`config.mk`:
```
export PLATFORM = sky130hd
export DESIGN_NAME = instr_encoder
export DESIGN_NICKNAME = d
export VERILOG_FILES = /design/src/rtl/instr_encoder.sv
export SDC_FILE = /design/constraint.sdc
export NUM_CORES = 1
export LEC_CHECK = 0
export BUFFER_PORTS_ARGS = -buffer_cell sky130_fd_sc_hd__buf_2
export CAP_MARGIN = 20
export CORE_MARGIN = 4
export CORE_UTILIZATION = 47
export DETAILED_ROUTE_END_ITERATION = 6
export HOLD_SLACK_MARGIN = 0.02
export PLACE_DENSITY = 0.8
export SYNTH_ARGS = -nofsm -noshare
export SYNTH_HDL_FRONTEND = slang
export SYNTH_SLANG_ARGS = --single-unit
```
`constraint.sdc`:
```
create_clock -name clk -period 2.4 [get_ports clk]
set_clock_uncertainty 0.1 [all_clocks]
set_input_delay 0 -clock clk [delete_from_list [all_inputs] [get_ports clk]]
set_output_delay 0 -clock clk [all_outputs]
set_load 0.005 [all_outputs]
```
`src/rtl/instr_encoder.sv`:
```
// Purpose : packs decoded operation requests into 32-bit instruction words and writes them to consecutive imem addresses.
// Latency : 1 cycle from accept to wr_en/wr_addr/wr_data; done and count are registered alongside the write.
// Backpres: in_ready is high only in LOAD without start; FULL holds in_ready low until the next start.
//
// Ports:
//   clk, rst_n                 clock, asynchronous active-low reset
//   start                      one-cycle pulse: (re)start a load session at address 0
//   in_valid/in_ready/in_last  request handshake, in_last marks the final request
//   in_op, in_rs, in_rt, in_rd, in_shamt, in_funct, in_imm, in_target   decoded request fields
//   wr_en, wr_addr, wr_data    instruction-memory write port (one word per strobe)
//   busy, full, done, count    session status; count = words written this session
//   err                        sticky illegal-op flag, present only when ENC_CHECK_EN is defined
//
// Build option ENC_CHECK_EN: illegal ops (5-7) are consumed without a write and raise err.
// Without it, illegal ops are written as 32'h00000000 and advance the address.

module instr_encoder #(
    parameter int ADDR_W = 6
) (
    input  logic              clk,
    input  logic              rst_n,
    input  logic              start,
    input  logic              in_valid,
    output logic              in_ready,
    input  logic              in_last,
    input  logic [2:0]        in_op,
    input  logic [4:0]        in_rs,
    input  logic [4:0]        in_rt,
    input  logic [4:0]        in_rd,
    input  logic [4:0]        in_shamt,
    input  logic [5:0]        in_funct,
    input  logic [15:0]       in_imm,
    input  logic [25:0]       in_target,
    output logic              wr_en,
    output logic [ADDR_W-1:0] wr_addr,
    output logic [31:0]       wr_data,
    output logic              busy,
    output logic              full,
    output logic              done,
`ifdef ENC_CHECK_EN
    output logic              err,
`endif
    output logic [ADDR_W:0]   count
);

    // Operation classes as presented on in_op.
    localparam logic [2:0] OP_R    = 3'd0;
    localparam logic [2:0] OP_MOVI = 3'd1;
    localparam logic [2:0] OP_ADDI = 3'd2;
    localparam logic [2:0] OP_SUBI = 3'd3;
    localparam logic [2:0] OP_J    = 3'd4;

    // Processor opcode map.
    localparam logic [5:0] OPC_R    = 6'b000000;
    localparam logic [5:0] OPC_MOVI = 6'b001010;
    localparam logic [5:0] OPC_ADDI = 6'b001000;
    localparam logic [5:0] OPC_SUBI = 6'b001001;
    localparam logic [5:0] OPC_J    = 6'b000010;

    localparam logic [ADDR_W-1:0] LAST_ADDR = {ADDR_W{1'b1}};

    typedef enum logic [1:0] {
        S_IDLE = 2'd0,
        S_LOAD = 2'd1,
        S_FULL = 2'd2
    } state_t;

    // Request fields bundled so the encoder sees one value.
    typedef struct packed {
        logic [2:0]  op;
        logic [4:0]  rs;
        logic [4:0]  rt;
        logic [4:0]  rd;
        logic [4:0]  shamt;
        logic [5:0]  funct;
        logic [15:0] imm;
        logic [25:0] target;
    } req_t;

    state_t            state;
    state_t            state_nxt;
    req_t              req;
    logic              accept;
    logic              do_write;
    logic [ADDR_W-1:0] addr;

    assign req = '{op:     in_op,
                   rs:     in_rs,
                   rt:     in_rt,
                   rd:     in_rd,
                   shamt:  in_shamt,
                   funct:  in_funct,
                   imm:    in_imm,
                   target: in_target};

    // Fields not used by a format are dropped; illegal ops encode as all-zero.
    function automatic logic [31:0] encode(input req_t r);
        logic [31:0] w;
        w = 32'h0000_0000;
        case (r.op)
            OP_R:    w = {OPC_R, r.rs, r.rt, r.rd, r.shamt, r.funct};
            OP_MOVI: w = {OPC_MOVI, r.rs, r.rt, r.imm};
            OP_ADDI: w = {OPC_ADDI, r.rs, r.rt, r.imm};
            OP_SUBI: w = {OPC_SUBI, r.rs, r.rt, r.imm};
            OP_J:    w = {OPC_J, r.target};
            default: w = 32'h0000_0000;
        endcase
        return w;
    endfunction

    // ------------------------------------------------------------------
    // FSM: state register
    // ------------------------------------------------------------------
    always_ff @(posedge clk or negedge rst_n) begin
        if (!rst_n) begin
            state <= S_IDLE;
        end else begin
            state <= state_nxt;
        end
    end

    // ------------------------------------------------------------------
    // FSM: handshake and next state
    // ------------------------------------------------------------------
    always_comb begin
        state_nxt = state;
        // A start cycle is a restart boundary: nothing is taken on it, so
        // no request can land on the old session's addresses.
        in_ready  = (state == S_LOAD) && !start;
        accept    = in_valid && in_ready;
`ifdef ENC_CHECK_EN
        do_write  = accept && (in_op <= OP_J);
`else
        do_write  = accept;
`endif
        if (start) begin
            state_nxt = S_LOAD;
        end else if (accept) begin
            // in_last wins over the last address: the session closes cleanly.
            if (in_last) begin
                state_nxt = S_IDLE;
            end else if (do_write && (addr == LAST_ADDR)) begin
                state_nxt = S_FULL;
            end
        end
    end

    // ------------------------------------------------------------------
    // Address / count / write port / status
    // ------------------------------------------------------------------
    always_ff @(posedge clk or negedge rst_n) begin
        if (!rst_n) begin
            addr    <= '0;
            count   <= '0;
            wr_en   <= 1'b0;
            wr_addr <= '0;
            wr_data <= '0;
            done    <= 1'b0;
            busy    <= 1'b0;
            full    <= 1'b0;
        end else begin
            wr_en <= do_write;
            done  <= accept && in_last;
            busy  <= (state_nxt != S_IDLE);
            full  <= (state_nxt == S_FULL);

            if (start) begin
                addr  <= '0;
                count <= '0;
            end else if (do_write) begin
                // Hold at the top address; FULL then blocks further writes,
                // so the pointer never wraps onto already loaded words.
                if (addr != LAST_ADDR) begin
                    addr <= addr + 1'b1;
                end
                count <= count + 1'b1;
            end

            // Port holds its last word while wr_en is low.
            if (do_write) begin
                wr_addr <= addr;
                wr_data <= encode(req);
            end
        end
    end

`ifdef ENC_CHECK_EN
    // Sticky until the next session or reset.
    always_ff @(posedge clk or negedge rst_n) begin
        if (!rst_n) begin
            err <= 1'b0;
        end else if (start) begin
            err <= 1'b0;
        end else if (accept && (in_op > OP_J)) begin
            err <= 1'b1;
        end
    end
`endif

endmodule

```
==> metrics list <==
- The H-tree generated during clock tree synthesis spans 2 levels.
- Critical path cell sequence: dlygate4sd3_1 > buf_2 > nand4bb_2 > buf_6 > a221oi_1 > dlygate4sd3_1 > nor2_1
- The post-route netlist has 30.04% of its cells at a drive strength greater than 1.
- Of all nets on the critical path, the largest fanout is 43.
- The number of antenna diodes in the final layout is 0.
- On the final layout, the worst hold slack is 21.32 ps.
* Critical Path RT: 2490 ps
- Number of enable-type register cells in the synthesized netlist: 0
- The first global-routing pass estimated around 13 mm of wire.
- The worst-case IR drop observed on VDD is 0.0002335 V.
- Max incr delay on CP: 610 ps
- Transition time of the tightest slew-check pin: 724.8 ps
* Number of DRC markers in iteration 0: 167
- Number of warnings printed during yosys synthesis: 0
- After detailed routing, the number of remaining DRC violations is 0.
- The clock reaches the later pin of the worst-skew pair after around 300 ps.
- The floorplan has 27 rows.
- Cells fill 70.92% of the core in the end.
- 126 I/O pins were placed.
* Count of buffers from port buffering: 122
- After detailed routing, the average wire length per cell comes to 14.93 microns.
- The placed instances occupy a cell area of roughly 0.0034 sq mm.
- Reg2Reg Launch Point: state[1]
- The tool flagged a number of max-cap violations equal to 0.
- The startpoint identified for the worst hold timing path is in_imm[7].
- Sequential cells were found to cover 48.50% of the synthesized design area.
* Die Wd: 85.00 microns
- Dividing total power by cell area gives a power density of 515.0 mW/mm^2.
* Post-synthesis register bit count: 54
- STA puts the critical path data arrival time at 2290 ps.
* Relative area change from synthesis to final layout: 43.60%
* Number of antenna-violating nets in the routed design: 0
- Drt via density: between 5 and 6
- Top cells by area, synth: dfrtp_1 48%, a21oi_1 7.0%, nor2_1 5.8%, nor3b_1 4.8%, o21a_1 4.3%
- Die Area: 0.007224 sq mm
* Pin count of the biggest net entering global routing: 44
- In this run, CTS created clock tree buffers numbering 5.
* DRT Wirelength: 8.035 mm
- Number of failing setup endpoints in the final timing report: 0
- Minimum clock period: approximately 2200 ps
* Postcts setup bufs: 0
* Top FF cell, synth: dfrtp_1
* F_max: 455.4 MHz
- The worst register-to-register path ends at wr_data[22].
- Detailed-placement wirelength estimate: 5.349 mm
* Max-Slew Margin vs Limit: 51.62%
* Post-synth top area cell: dfrtp_1
* Result of the run: completed
* Share of async-settable or async-resettable flops after synthesis: between 90% and 100%
- After synthesis the cells add up to 0.002786 sq mm.
- Type of the most critical hold path: in2reg
* Remaining Overflow, GRT: 0
- The layout has 415 filler cells.
- The synthesized design devotes to its leading area cell type 48.50% of total area.
- Clock Tree Buf Depth: 2
- Each instance of the synthesized netlist takes up on average 9.136 sq um.
- The number of hold violations in the final report came to 0.
* Final instance area: 0.004001 sq mm
* Setup crit start kind: input pin
- Number of pins with negative max-slew slack in the final report: 0
- Detailed-routing iteration count for the pre-antenna-repair pass: 6
- Start point of the critical path: start
- Gate Count Post-Synth: 305
* Nature of the critical path endpoint: flip-flop
* End point of the critical path: wr_data[22]
* Clock-pin slew reported for the worst setup and hold paths after clock tree synthesis: 90 ps
- After layout, the worst path uses 91.49% of the clock period.
- After the last flow step, the layout net total stands at 544.
* Most numerous cell on the critical path: dlygate4sd3_1
- In this run, distinct cell masters in the synthesized netlist total 39.
- The number of antenna violations at the first check in global routing was 0.
- For this design the static power due to leakage is 1.914 nW.
- Final sum of negative setup slack: 0 ps
* Gpl congestion: just over 0.9
- R2R Setup Slk: 300 ps
* Clock tree from TritonCTS: yes
- The design draws 0.002061 W.
- R2r worst-path depth: 5
* Effective utilization at floorplan: 49.39%
- In this run the vertical extent of the chip is approximately 85 microns.
* Total number of vias: 2877
- Core ar.: 0.005642 sq mm
* GRT Util Overall: between 20% and 30%
- For this design, the sink count on the clock tree is 54.
- Critical path's slowest cell: dlygate4sd3_1
* Root buffer selected by CTS: clkbuf_8
- Number of global-route vias before repair: 2885
- Setup repair after global routing left no endpoint under its margin.
- Crit Path Category: in2reg
[layout by cell type (no fill, tap or decap), drive strengths merged, types with 3 or more instances in the layout]
cell type	count
nor3b	19
dfrtp	54
mux2	3
nand3	4
a221oi	10
buf	127
dlygate4sd3	52
o21ai	20
o21a	16
a21oi	39
nor2b	5
nand2	28
conb	3
clkbuf	7
nor2	43
or4	3
inv	4
o31ai	6
[how the worst min path moves through the flow]
stage	slack, ps	endpoint	depth (start not counted)
final	20	wr_data[7]	4
after global routing	30	wr_data[10]	4
after CTS	20	wr_data[7]	4
after detailed placement	-50	count[2]	1
after global placement	-70	count[2]	1
after floorplan	-400	addr[0]	0
[logic make-up (layout without fill, tap and decap cells)]
logic type,count (synthesis),after routing,share of synthesized area [%]
AND/OR/NAND/NOR,114,114,21.28
AO/OA/AOI/OAI,95,95,20.88
flip-flops,54,54,48.50
buffers and inverters,31,190,5.433
multiplexers,5,5,1.931
XOR/XNOR,3,3,0.9431
adder cells (fa/ha/maj),2,2,0.8979
other,1,3,0.1346
[Yosys cell counts (all sizes together), types with 2 or more instances]
cell type and instances:
a21oi 39, nand3 4, a211oi 2, a221oi 10, o21a 16, mux2 3
nand2 28, nand2b 2, ha 2, clkbuf 4, nor2 43, inv 4
or3 2, o21ai 20, or4 3, o31ai 6, buf 23, dfrtp 54
nor2b 5, mux2i 2, nor3b 19, xor2 2
[layout make-up]
type | count | area, sq um | area share [%]
inverter | 4 | 15.01 | 0.3752
sequential | 54 | 1351 | 33.77
multi-input combinational | 222 | 1296 | 32.40
timing repair buffer | 179 | 1172 | 29.30
tap | 72 | 90.09 | 2.251
clock buffer | 7 | 76.32 | 1.907
[repair_timing]
item / 4_1_cts / 5_1_grt
resized for setup: 0 / 1
hold endpoints to repair: 63 / 0
setup endpoints to repair: 0 / 8
hold buffers: 52 / 0
[sequential cells by signal, summed over array words and instances (netlist names)]
signal / flops
wr_en: 1
busy: 1
wr_addr: 6
addr: 6
done: 1
state: 2
count: 7
wr_data: 29
full: 1
[routing by layer]
metal / wire (microns) / GRT usage (%) / vias to the layer above
met5: 0 / 0 / -
met4: 182 / 8.058 / 0
met3: 533 / 3.883 / 15
met2: 4198 / 39.41 / 111
met1: 3121 / 26.95 / 1366
li1: - / - / 1385
[per-stage QoR]
step           instances  worst slack (ps)
6_report             538             204.3
5_1_grt              538             72.95
4_1_cts              538             175.6
3_5_place_dp         479             643.3
3_3_place_gp         479             698.5
2_1_floorplan        307             743.8
[report_power, final]
part | switching (W) | leakage, nW | internal (W) | total (W)
sequential | 0.0000583 | 0.673 | 0.00101 | 0.00106
combinational | 0.000243 | 1.20 | 0.000281 | 0.000524
clock | 0.000271 | 0.0383 | 0.000202 | 0.000473
total | 0.000572 | 1.91 | 0.00149 | 0.00206
[critical path: cells and delay by family]
| family | cells | cell delay (ps) |
|---|---|---|
| AND/OR/NAND/NOR | 2 | 400 |
| AO/OA/AOI/OAI | 1 | 240 |
| buffers and inverters | 4 | 1650 |
No activity file was read; power rests on OpenSTA's default activity.
